`src/rtl/countdown_timer_pkg.sv`:
```
// Shared types, state encoding and 7-segment table for the MM:SS countdown timer.
// BCD time arithmetic helpers live here so the top stays a plain FSM.
package countdown_timer_pkg;

    typedef enum logic [1:0] {
        ST_IDLE  = 2'd0,
        ST_RUN   = 2'd1,
        ST_PAUSE = 2'd2,
        ST_ALARM = 2'd3
    } state_e;

    typedef struct packed {
        logic [3:0] mt;
        logic [3:0] mo;
        logic [3:0] st;
        logic [3:0] so;
    } bcd_time_t;

    localparam logic [6:0] SEG_0     = 7'b0000001;
    localparam logic [6:0] SEG_1     = 7'b1001111;
    localparam logic [6:0] SEG_2     = 7'b0010010;
    localparam logic [6:0] SEG_3     = 7'b0000110;
    localparam logic [6:0] SEG_4     = 7'b1001100;
    localparam logic [6:0] SEG_5     = 7'b0100100;
    localparam logic [6:0] SEG_6     = 7'b0100000;
    localparam logic [6:0] SEG_7     = 7'b0001111;
    localparam logic [6:0] SEG_8     = 7'b0000000;
    localparam logic [6:0] SEG_9     = 7'b0000100;
    localparam logic [6:0] SEG_BLANK = 7'b1111111;

    // Borrow ripples seconds-ones -> seconds-tens -> minutes; saturates at 00:00.
    function automatic bcd_time_t time_dec(input bcd_time_t t);
        bcd_time_t r;
        r = t;
        if (t != '0) begin
            if (t.so != 4'd0) begin
                r.so = t.so - 4'd1;
            end else begin
                r.so = 4'd9;
                if (t.st != 4'd0) begin
                    r.st = t.st - 4'd1;
                end else begin
                    r.st = 4'd5;
                    if (t.mo != 4'd0) begin
                        r.mo = t.mo - 4'd1;
                    end else begin
                        r.mo = 4'd9;
                        r.mt = t.mt - 4'd1;
                    end
                end
            end
        end
        return r;
    endfunction

    function automatic bcd_time_t sec_inc(input bcd_time_t t);
        bcd_time_t r;
        r = t;
        if (t.so == 4'd9) begin
            r.so = 4'd0;
            r.st = (t.st == 4'd5) ? 4'd0 : t.st + 4'd1;
        end else begin
            r.so = t.so + 4'd1;
        end
        return r;
    endfunction

    function automatic bcd_time_t min_inc(input bcd_time_t t);
        bcd_time_t r;
        r = t;
        if (t.mo == 4'd9) begin
            r.mo = 4'd0;
            r.mt = (t.mt == 4'd9) ? 4'd0 : t.mt + 4'd1;
        end else begin
            r.mo = t.mo + 4'd1;
        end
        return r;
    endfunction

endpackage

```
`src/rtl/countdown_timer_core_bcd_to_seg7.sv`:
```
// Combinational BCD digit to active-low {a,b,c,d,e,f,g} segment code.
// Non-BCD codes blank the digit.
module bcd_to_seg7
    import countdown_timer_pkg::*;
(
    input  logic [3:0] bcd_i,
    output logic [6:0] seg_o
);

    always_comb begin
        seg_o = SEG_BLANK;
        case (bcd_i)
            4'd0:    seg_o = SEG_0;
            4'd1:    seg_o = SEG_1;
            4'd2:    seg_o = SEG_2;
            4'd3:    seg_o = SEG_3;
            4'd4:    seg_o = SEG_4;
            4'd5:    seg_o = SEG_5;
            4'd6:    seg_o = SEG_6;
            4'd7:    seg_o = SEG_7;
            4'd8:    seg_o = SEG_8;
            4'd9:    seg_o = SEG_9;
            default: seg_o = SEG_BLANK;
        endcase
    end

endmodule

```
`src/rtl/countdown_timer_core.sv`:
```
// MM:SS countdown engine: FSM, 1 Hz and blink prescalers, BCD time register
// and registered active-low segment outputs for the display multiplexer.
module countdown_timer_core
    import countdown_timer_pkg::*;
#(
    parameter int unsigned TICK_DIV  = 100_000_000,
    parameter int unsigned BLINK_DIV = 25_000_000
) (
    input  logic       clk,
    input  logic       reset,
    input  logic       start_stop,
    input  logic       inc_min,
    input  logic       inc_sec,
    input  logic       clr,
    output logic [6:0] c1,
    output logic [6:0] c2,
    output logic [6:0] c3,
    output logic [6:0] c4,
    output logic       running,
    output logic       alarm
);

    localparam int TW = $clog2(TICK_DIV);
    localparam int BW = $clog2(BLINK_DIV);
    localparam logic [TW-1:0] TICK_LAST  = TW'(TICK_DIV - 1);
    localparam logic [BW-1:0] BLINK_LAST = BW'(BLINK_DIV - 1);

    state_e          state_q, state_d;
    bcd_time_t       time_q, time_d;
    logic [TW-1:0]   tcnt_q, tcnt_d;
    logic [BW-1:0]   bcnt_q, bcnt_d;
    logic            phase_q, phase_d;
    logic [6:0]      c1_q, c2_q, c3_q, c4_q;
    logic            running_q, alarm_q;
    logic [6:0]      seg_so, seg_st, seg_mo, seg_mt;
    logic            tick, is_zero, is_one, blank;

    assign tick    = (state_q == ST_RUN) && (tcnt_q == TICK_LAST);
    assign is_zero = (time_q == '0);
    assign is_one  = (time_q == bcd_time_t'(16'h0001));
    assign blank   = (state_q == ST_ALARM) && phase_q;

    always_comb begin
        state_d = state_q;
        time_d  = time_q;
        if (clr) begin
            state_d = ST_IDLE;
            time_d  = '0;
        end else if (start_stop) begin
            case (state_q)
                ST_IDLE, ST_PAUSE: if (!is_zero) state_d = ST_RUN;
                ST_RUN:            state_d = ST_PAUSE;
                ST_ALARM:          state_d = ST_IDLE;
                default:           state_d = ST_IDLE;
            endcase
        end else if (tick) begin
            time_d = time_dec(time_q);
            if (is_one) state_d = ST_ALARM;
        end else if (state_q == ST_IDLE || state_q == ST_PAUSE) begin
            if (inc_sec) time_d = sec_inc(time_d);
            if (inc_min) time_d = min_inc(time_d);
        end
    end

    // Both prescalers restart from zero whenever their state is (re)entered.
    always_comb begin
        tcnt_d  = '0;
        bcnt_d  = '0;
        phase_d = 1'b0;
        if (state_q == ST_RUN && state_d == ST_RUN) begin
            tcnt_d = tick ? '0 : tcnt_q + 1'b1;
        end
        if (state_q == ST_ALARM && state_d == ST_ALARM) begin
            phase_d = phase_q;
            if (bcnt_q == BLINK_LAST) begin
                bcnt_d  = '0;
                phase_d = ~phase_q;
            end else begin
                bcnt_d = bcnt_q + 1'b1;
            end
        end
    end

    bcd_to_seg7 u_so (.bcd_i(time_q.so), .seg_o(seg_so));
    bcd_to_seg7 u_st (.bcd_i(time_q.st), .seg_o(seg_st));
    bcd_to_seg7 u_mo (.bcd_i(time_q.mo), .seg_o(seg_mo));
    bcd_to_seg7 u_mt (.bcd_i(time_q.mt), .seg_o(seg_mt));

    always_ff @(posedge clk or negedge reset) begin
        if (!reset) begin
            state_q   <= ST_IDLE;
            time_q    <= '0;
            tcnt_q    <= '0;
            bcnt_q    <= '0;
            phase_q   <= 1'b0;
            c1_q      <= SEG_0;
            c2_q      <= SEG_0;
            c3_q      <= SEG_0;
            c4_q      <= SEG_0;
            running_q <= 1'b0;
            alarm_q   <= 1'b0;
        end else begin
            state_q   <= state_d;
            time_q    <= time_d;
            tcnt_q    <= tcnt_d;
            bcnt_q    <= bcnt_d;
            phase_q   <= phase_d;
            c1_q      <= blank ? SEG_BLANK : seg_so;
            c2_q      <= blank ? SEG_BLANK : seg_st;
            c3_q      <= blank ? SEG_BLANK : seg_mo;
            c4_q      <= blank ? SEG_BLANK : seg_mt;
            running_q <= (state_q == ST_RUN);
            alarm_q   <= (state_q == ST_ALARM);
        end
    end

    assign c1      = c1_q;
    assign c2      = c2_q;
    assign c3      = c3_q;
    assign c4      = c4_q;
    assign running = running_q;
    assign alarm   = alarm_q;

endmodule
```
`config.mk`:
```
export PLATFORM = sky130hd
export DESIGN_NAME = countdown_timer_core
export DESIGN_NICKNAME = d
export VERILOG_FILES = /design/src/rtl/countdown_timer_pkg.sv /design/src/rtl/countdown_timer_core_bcd_to_seg7.sv /design/src/rtl/countdown_timer_core.sv
export SDC_FILE = /design/constraint.sdc
export NUM_CORES = 1
export LEC_CHECK = 0
export CORE_ASPECT_RATIO = 1.75
export CORE_MARGIN = 3
export CORE_UTILIZATION = 50
export CTS_CLUSTER_DIAMETER = 30
export DETAILED_ROUTE_END_ITERATION = 10
export PLACE_DENSITY = 0.69
export SLEW_MARGIN = 15
export SYNTH_ARGS = -nofsm -noshare
export SYNTH_HDL_FRONTEND = slang
export SYNTH_SLANG_ARGS = --single-unit
```
`constraint.sdc`:
```
create_clock -name clk -period 3 [get_ports clk]
set_input_delay 0.6 -clock clk [delete_from_list [all_inputs] [get_ports clk]]
set_output_delay 0.6 -clock clk [all_outputs]
set_load 0.005 [all_outputs]
```
# Word level (Yosys, flattened, before mapping)
# Memory sizes are Yosys's and may differ from the RTL's.
# Index checks and enable logic that the tools add are counted.
[word_totals] ff_bits=101 mem_bits_ro=448 inputBits=6 output_inout_bits=30 memories=4
[memory_table] name="(name not given)" depth=16 word_bits=7 rd=1 rd_ports_with_merged_regs=0 wr=0 line_no="countdown_timer_core_bcd_to_seg7.sv:12" source="case (bcd_i)"
[memory_table] name="(name not given)" depth=16 word_bits=7 rd=1 rd_ports_with_merged_regs=0 wr=0 line_no="countdown_timer_core_bcd_to_seg7.sv:12"
[memory_table] name="(name not given)" depth=16 word_bits=7 rd=1 rd_ports_with_merged_regs=0 wr=0 line_no="countdown_timer_core_bcd_to_seg7.sv:12"
[memory_table] name="(name not given)" depth=16 word_bits=7 rd=1 rd_ports_with_merged_regs=0 wr=0 line_no="countdown_timer_core_bcd_to_seg7.sv:12"
[classes] addsub=10 eq_ne=18 mux=39 bitwise_logic=1 reduce_logical=17
[op_table] cell="16-bit two-way mux" count=10
[op_table] cell="27-bit two-way mux" count=2
[op_table] cell="25-bit two-way mux" count=2
[op_table] cell="4-bit two-way mux" count=10
[op_table] cell="7-bit two-way mux" count=4
[op_table] cell="27-bit by 1-bit adder with 27-bit output (second input constant)" count=1
[op_table] cell="27-bit == test (second input constant)" count=1
[op_table] cell="25-bit by 1-bit adder with 25-bit output (second input constant)" count=1
[op_table] cell="25-bit == test (second input constant)" count=1
[op_table] cell="4-bit by 1-bit adder with 4-bit output (second input constant)" count=4
[op_table] cell="16-bit by 1-bit == test with 1-bit output (second input constant)" count=1
[op_table] cell="16-bit zero test" count=1
[op_table] cell="8-bit two-way mux" count=2
[op_table] cell="16-bit nonzero test" count=1
[op_table] cell="4-bit by 1-bit subtractor with 4-bit output (second input constant)" count=4
[op_table] cell="4-bit == test (second input constant)" count=3
[op_table] cell="12-bit two-way mux" count=1
[op_table] cell="4-bit nonzero test" count=3
[op_table] cell="2-bit two-way mux" count=5
[op_table] cell="3-bit != test (second input constant)" count=3
[op_table] cell="2-bit == test (second input constant)" count=3
[op_table] cell="2-bit one-hot mux with 3 select lines" count=1
[op_table] cell="6-bit AND reduction" count=1
[op_table] cell="5-bit AND reduction" count=1
[op_table] cell="13 further kinds" count=19

# Logic depth before layout (Yosys ltp)
[depth] ltp_word=16 mapped_depth=9

# By module
# A second synthesis with hierarchy kept.
[unflattened] hier_cells=653 hier_area_um2=5866.9
[modules_own_cells] module="countdown_timer_core" instances=1 cells_per_inst=521 area_per_inst_um2=5026.1
[modules_own_cells] module="bcd_to_seg7" instances=4 cells_per_inst=33 area_per_inst_um2=210.2

# Worst setup path before layout
# Ideal clock, no wire load.
[synth_timing] kind="reg-to-reg" from="register time_q[8] (netlist name)" to="register time_q[15] (netlist name)" setup_ns=0.125 arrival_time_ns=2.231 path_slack_ns=0.644 stages_incl_launch_ff=9 path_buffers=0 period_less_slack_ns=2.356 path_cell_list="dfrtp_1 inv_1 ha_1 nor3b_1 and2_1 nor3_1 a31oi_2 nor3_4 mux2_4"
[synth_via] elab_chain_len=11 elab_cells_between_ends=16
[synth_rtl] item="start: declaration" line_no="countdown_timer_core.sv:29" source="bcd_time_t time_q, time_d;"
[synth_rtl] item="start signal: assignment" line_no="countdown_timer_core.sv:104" source="time_q <= time_d;"
[synth_rtl] item="16-bit two-way mux" line_no="countdown_timer_core.sv:59" source="end else if (state_q == ST_IDLE || state_q == ST_PAUSE) begin"
[synth_rtl] item="16-bit two-way mux" line_no="countdown_timer_core.sv:56" source="end else if (tick) begin"
[synth_rtl] item="16-bit two-way mux" line_no="countdown_timer_core.sv:49" source="end else if (start_stop) begin"
[synth_rtl] item="16-bit two-way mux" line_no="countdown_timer_core.sv:46" source="if (clr) begin"
[synth_rtl] item="4-bit == test" line_no="countdown_timer_pkg.sv:71" source="if (t.mo == 4'd9) begin"
[synth_rtl] item="4-bit two-way mux" line_no="countdown_timer_pkg.sv:71"
[synth_rtl] item="16-bit two-way mux" line_no="countdown_timer_core.sv:61" source="if (inc_min) time_d = min_inc(time_d);"
[synth_rtl] item="16-bit two-way mux" line_no="countdown_timer_core.sv:59"
[synth_rtl] item="16-bit two-way mux" line_no="countdown_timer_core.sv:56"
[synth_rtl] item="16-bit two-way mux" line_no="countdown_timer_core.sv:49"
[synth_rtl] item="16-bit two-way mux" line_no="countdown_timer_core.sv:46"
# Parallel ways exist; a longest one is shown, timed or not. The select of a mux whose other input is x is not followed.
# A chain may end at the register's enable or synchronous reset.

# Final worst setup path
[layout_timing] from="register tcnt_q[0]" to="register time_q[2] (netlist name)"
[layout_via] elab_chain_len=5 elab_cells_between_ends=8
[layout_rtl] item="start: declaration" line_no="countdown_timer_core.sv:30" source="logic [TW-1:0] tcnt_q, tcnt_d;"
[layout_rtl] item="start signal: assignment" line_no="countdown_timer_core.sv:105" source="tcnt_q <= tcnt_d;"
[layout_rtl] item="27-bit == test *" line_no="countdown_timer_core.sv:38" source="assign tick = (state_q == ST_RUN) && (tcnt_q == TICK_LAST);"
[layout_rtl] item="1-bit logical AND *" line_no="countdown_timer_core.sv:38"
[layout_rtl] item="16-bit two-way mux" line_no="countdown_timer_core.sv:56"
[layout_rtl] item="16-bit two-way mux" line_no="countdown_timer_core.sv:49"
[layout_rtl] item="16-bit two-way mux" line_no="countdown_timer_core.sv:46"
# Every way passes the cells marked *; elsewhere a longest branch is shown, timed or not. The select of a mux whose other input is x is not followed.

==> metrics.md <==
| Metric | Value |
|---|---|
| Post-synth EDFFs | `0` |
| TNS Setup | `0 ps` |
| Fin cells | `766` |
| Starting Density | `0.5147` |
| Final antenna-violating net count | `0` |
| Initial antenna violation count | `0` |
| Yosys reg bits | `101` |
| Achievable Freq | `384.7 MHz` |
| Core Rows | `50` |
| HP Class | `in -> async` |
| DRC | `0` |
| Synth Area in Adders | `0.05453` |
| # fillers | `935` |
| Clock Latency Late Sink | `340 ps` |
| First-pass GRT wire length | `19600 um` |
| Largest family of logic cells by synthesized area | `simple AND/OR/NAND/NOR gates` |
| Final Util | `0.5901` |
| Min Tclk post-route | `2600 ps` |
| Simple-gate portion of the synthesized area | `0.2447` |
| IO Count | `36` |
| Die H | `144.8 um` |
| Syn. warnings | `0` |
| Run status | `completed` |
| H-tree depth | `3` |
| Share of post-route cells with drive strength above 1 | `0.08491` |
| Port bufs | `35` |
| Tot Pwr | `3.512 mW` |
| Post-Route WL | `11540 um` |
| Global-route usage over all layers | `0.1982` |
| Tcrit/Tclk final | `0.8666` |
| CTS Buf Count | `9` |
| Slew margin rel. | `0.5328` |
| Max Cap Violations | `0` |
| Worst path required time | `3230 ps` |
| Largest net degree at the start of global routing | `44` |
| Final worst slack | `400.3 ps` |
| HPWL Detailed | `8745 um` |
| Worst-margin pin slew | `699.1 ps` |
| Nets | `661` |
| RSZ-0062 raised after global routing | `no` |
| Largest stage delay, worst path | `530 ps` |
| Clock Skews | `4.155 ps` |
| Ys async rst share | `1.000` |
| Clock Tree Buf Depth | `2` |
| Part of the Yosys area used for sequential elements | `0.4599` |
| CORE AREA | `0.01070 mm2` |
| Die area | `0.01236 mm2` |
| Area Overhead vs Synth | `14.63%` |
| Initial DRT Pass Iterations | `4` |
| Area leader, netlist | `dfrtp_1` |
| Xor/xnor cell area share of the yosys netlist | `0.08112` |
| Top FF cell, synth | `dfrtp_1` |
| Critical Path AT | `2830 ps` |
| Setup crit end kind | `flip-flop` |
| Final Wtd Congestion | `0.8927` |
| Fin Hold WS | `236.4 ps` |
| Final instance area | `0.006312 mm2` |
| Post-CTS Setup Bufs | `0` |
| Vias in the first global route | `4215` |
| Count of final setup violators | `0` |
| CP max-delay cell | `or3_1` |
| Endpoints failing hold | `0` |
| Top cells by area, synth | `dfrtp_1, xor2_1, ha_1` |
| Setup Crit Path Kind | `reg -> reg` |
| Total congestion overflow | `0` |
| Via count | `4250` |
| Crit path buffers/inverters | `1` |
| Die Span X | `85.33 um` |
| Startpoint class of the critical path | `flip-flop` |
| Ant diodes | `0` |
| Via density | `5.548` |
| Top delay family on crit path | `simple AND/OR/NAND/NOR gates` |
| Fin. max-slew vios | `0` |
| CTS tree | `yes` |
| CP Max Fanout | `10` |
| Distinct cells, synth | `59` |
| Leak | `2.630 nW` |
| Clock transition at path regs | `70 ps` |
| Mapped Nets | `629` |
| Commonest non-fill, non-tap cell in the layout | `dfrtp_1` |
| Multiplexer share of the synthesized area | `0.008180` |
| Synth Area in Compound Gates | `0.1191` |
| Most frequent cells in the layout | `dfrtp_1, nor2_1, nand2_1` |
| Iteration-0 DRC Markers | `206` |
| Cell Area, Placed | `0.005988 mm2` |
| Critical path, cell by cell | `ha_1, and3_4, nand3_4, or3_1, buf_4, o31ai_4, o21ai_2, a32o_1` |
| Sink Count | `101` |
| CTS Hold Buffers Added | `0` |
| VDD IR max | `0.3252 mV` |
| Mapped Cells | `599` |
| Post-synthesis cell area | `0.005507 mm2` |
| Clock root cell | `clkbuf_16` |
| Routed len/inst | `15.06 um` |
| Post-CTS sizing | `0` |
| Synth top area share | `0.4408` |
| Placed insts | `750` |
| Synthesized area per cell | `9.193 um2` |
| Pre-CTS WS | `422.8 ps` |
| Pwr dens | `556.3 mW/mm2` |
## worst paths after layout
path                              end  cells past startpoint  startpoint  slack [ps]
max reg2reg                 time_q[2]                      8   tcnt_q[0]         400
max in group asynchronous       c4[0]                      2       reset        1940
min                        bcnt_q[12]                      1       reset         240
max                         time_q[2]                      8   tcnt_q[0]         400
min in group clk            tcnt_q[0]                      1   tcnt_q[0]         510
min reg2reg                 tcnt_q[0]                      1   tcnt_q[0]         510
## routing by layer
layer | up-vias | track usage | part of all wire
met5 | - | 0 | 0
met4 | 0 | 0.09425 | 0.032
met3 | 28 | 0.03059 | 0.022
met2 | 59 | 0.3709 | 0.55
met1 | 2022 | 0.2155 | 0.39
li1 | 2141 | - | -
## flip-flops by register name, indices dropped and copies added, names as in the netlist
name     count
tcnt_q      27
bcnt_q      25
time_q      16
c1           7
c2           7
c3           7
c4           7
state_q      2
alarm        1
phase_q      1
running      1
## cell families (layout without fill, tap and decap cells)
kind of cell / Yosys count / after routing
xor+xnor: 51 / 51
simple gates: 267 / 267
compound gates: 109 / 109
buf+inv: 43 / 80
mux: 4 / 4
flops: 101 / 101
fa+ha+maj: 24 / 24
## report_power, final
part | switching [mW] | internal (mW) | total, mW
Combinational | 0.356 | 0.347 | 0.704
Sequential | 0.0888 | 1.48 | 1.56
Clock | 0.505 | 0.740 | 1.24
## cell type report
class                   instances  area [um2]  share of cell area
repair buffers                 46       430.4             0.06819
clock inverters                 6       95.09             0.01506
well taps                     130       162.7             0.02577
flip-flops and latches        101        2532              0.4012
clock buffers                  10       229.0             0.03627
multi-input cells             455        2795              0.4428
inverters                      18       67.56             0.01070
## Yosys cell counts (3+ instances only)
master,n
or2_2,9
nand2b_1,9
nor2_1,80
a211oi_1,3
nor4b_1,3
mux2i_1,3
nand3_1,33
and4_1,3
and2_1,6
xor2_1,38
clkbuf_1,19
and3_1,8
nor3b_1,6
inv_1,17
a21oi_1,43
ha_1,24
xnor2_1,13
or3_1,5
dfrtp_1,97
a31oi_1,3
nor3_1,15
o21ai_0,38
dfstp_2,4
nand2_1,58
nand4_1,15
nor4_1,6
Note: power is estimated with default switching activity, not from simulation.
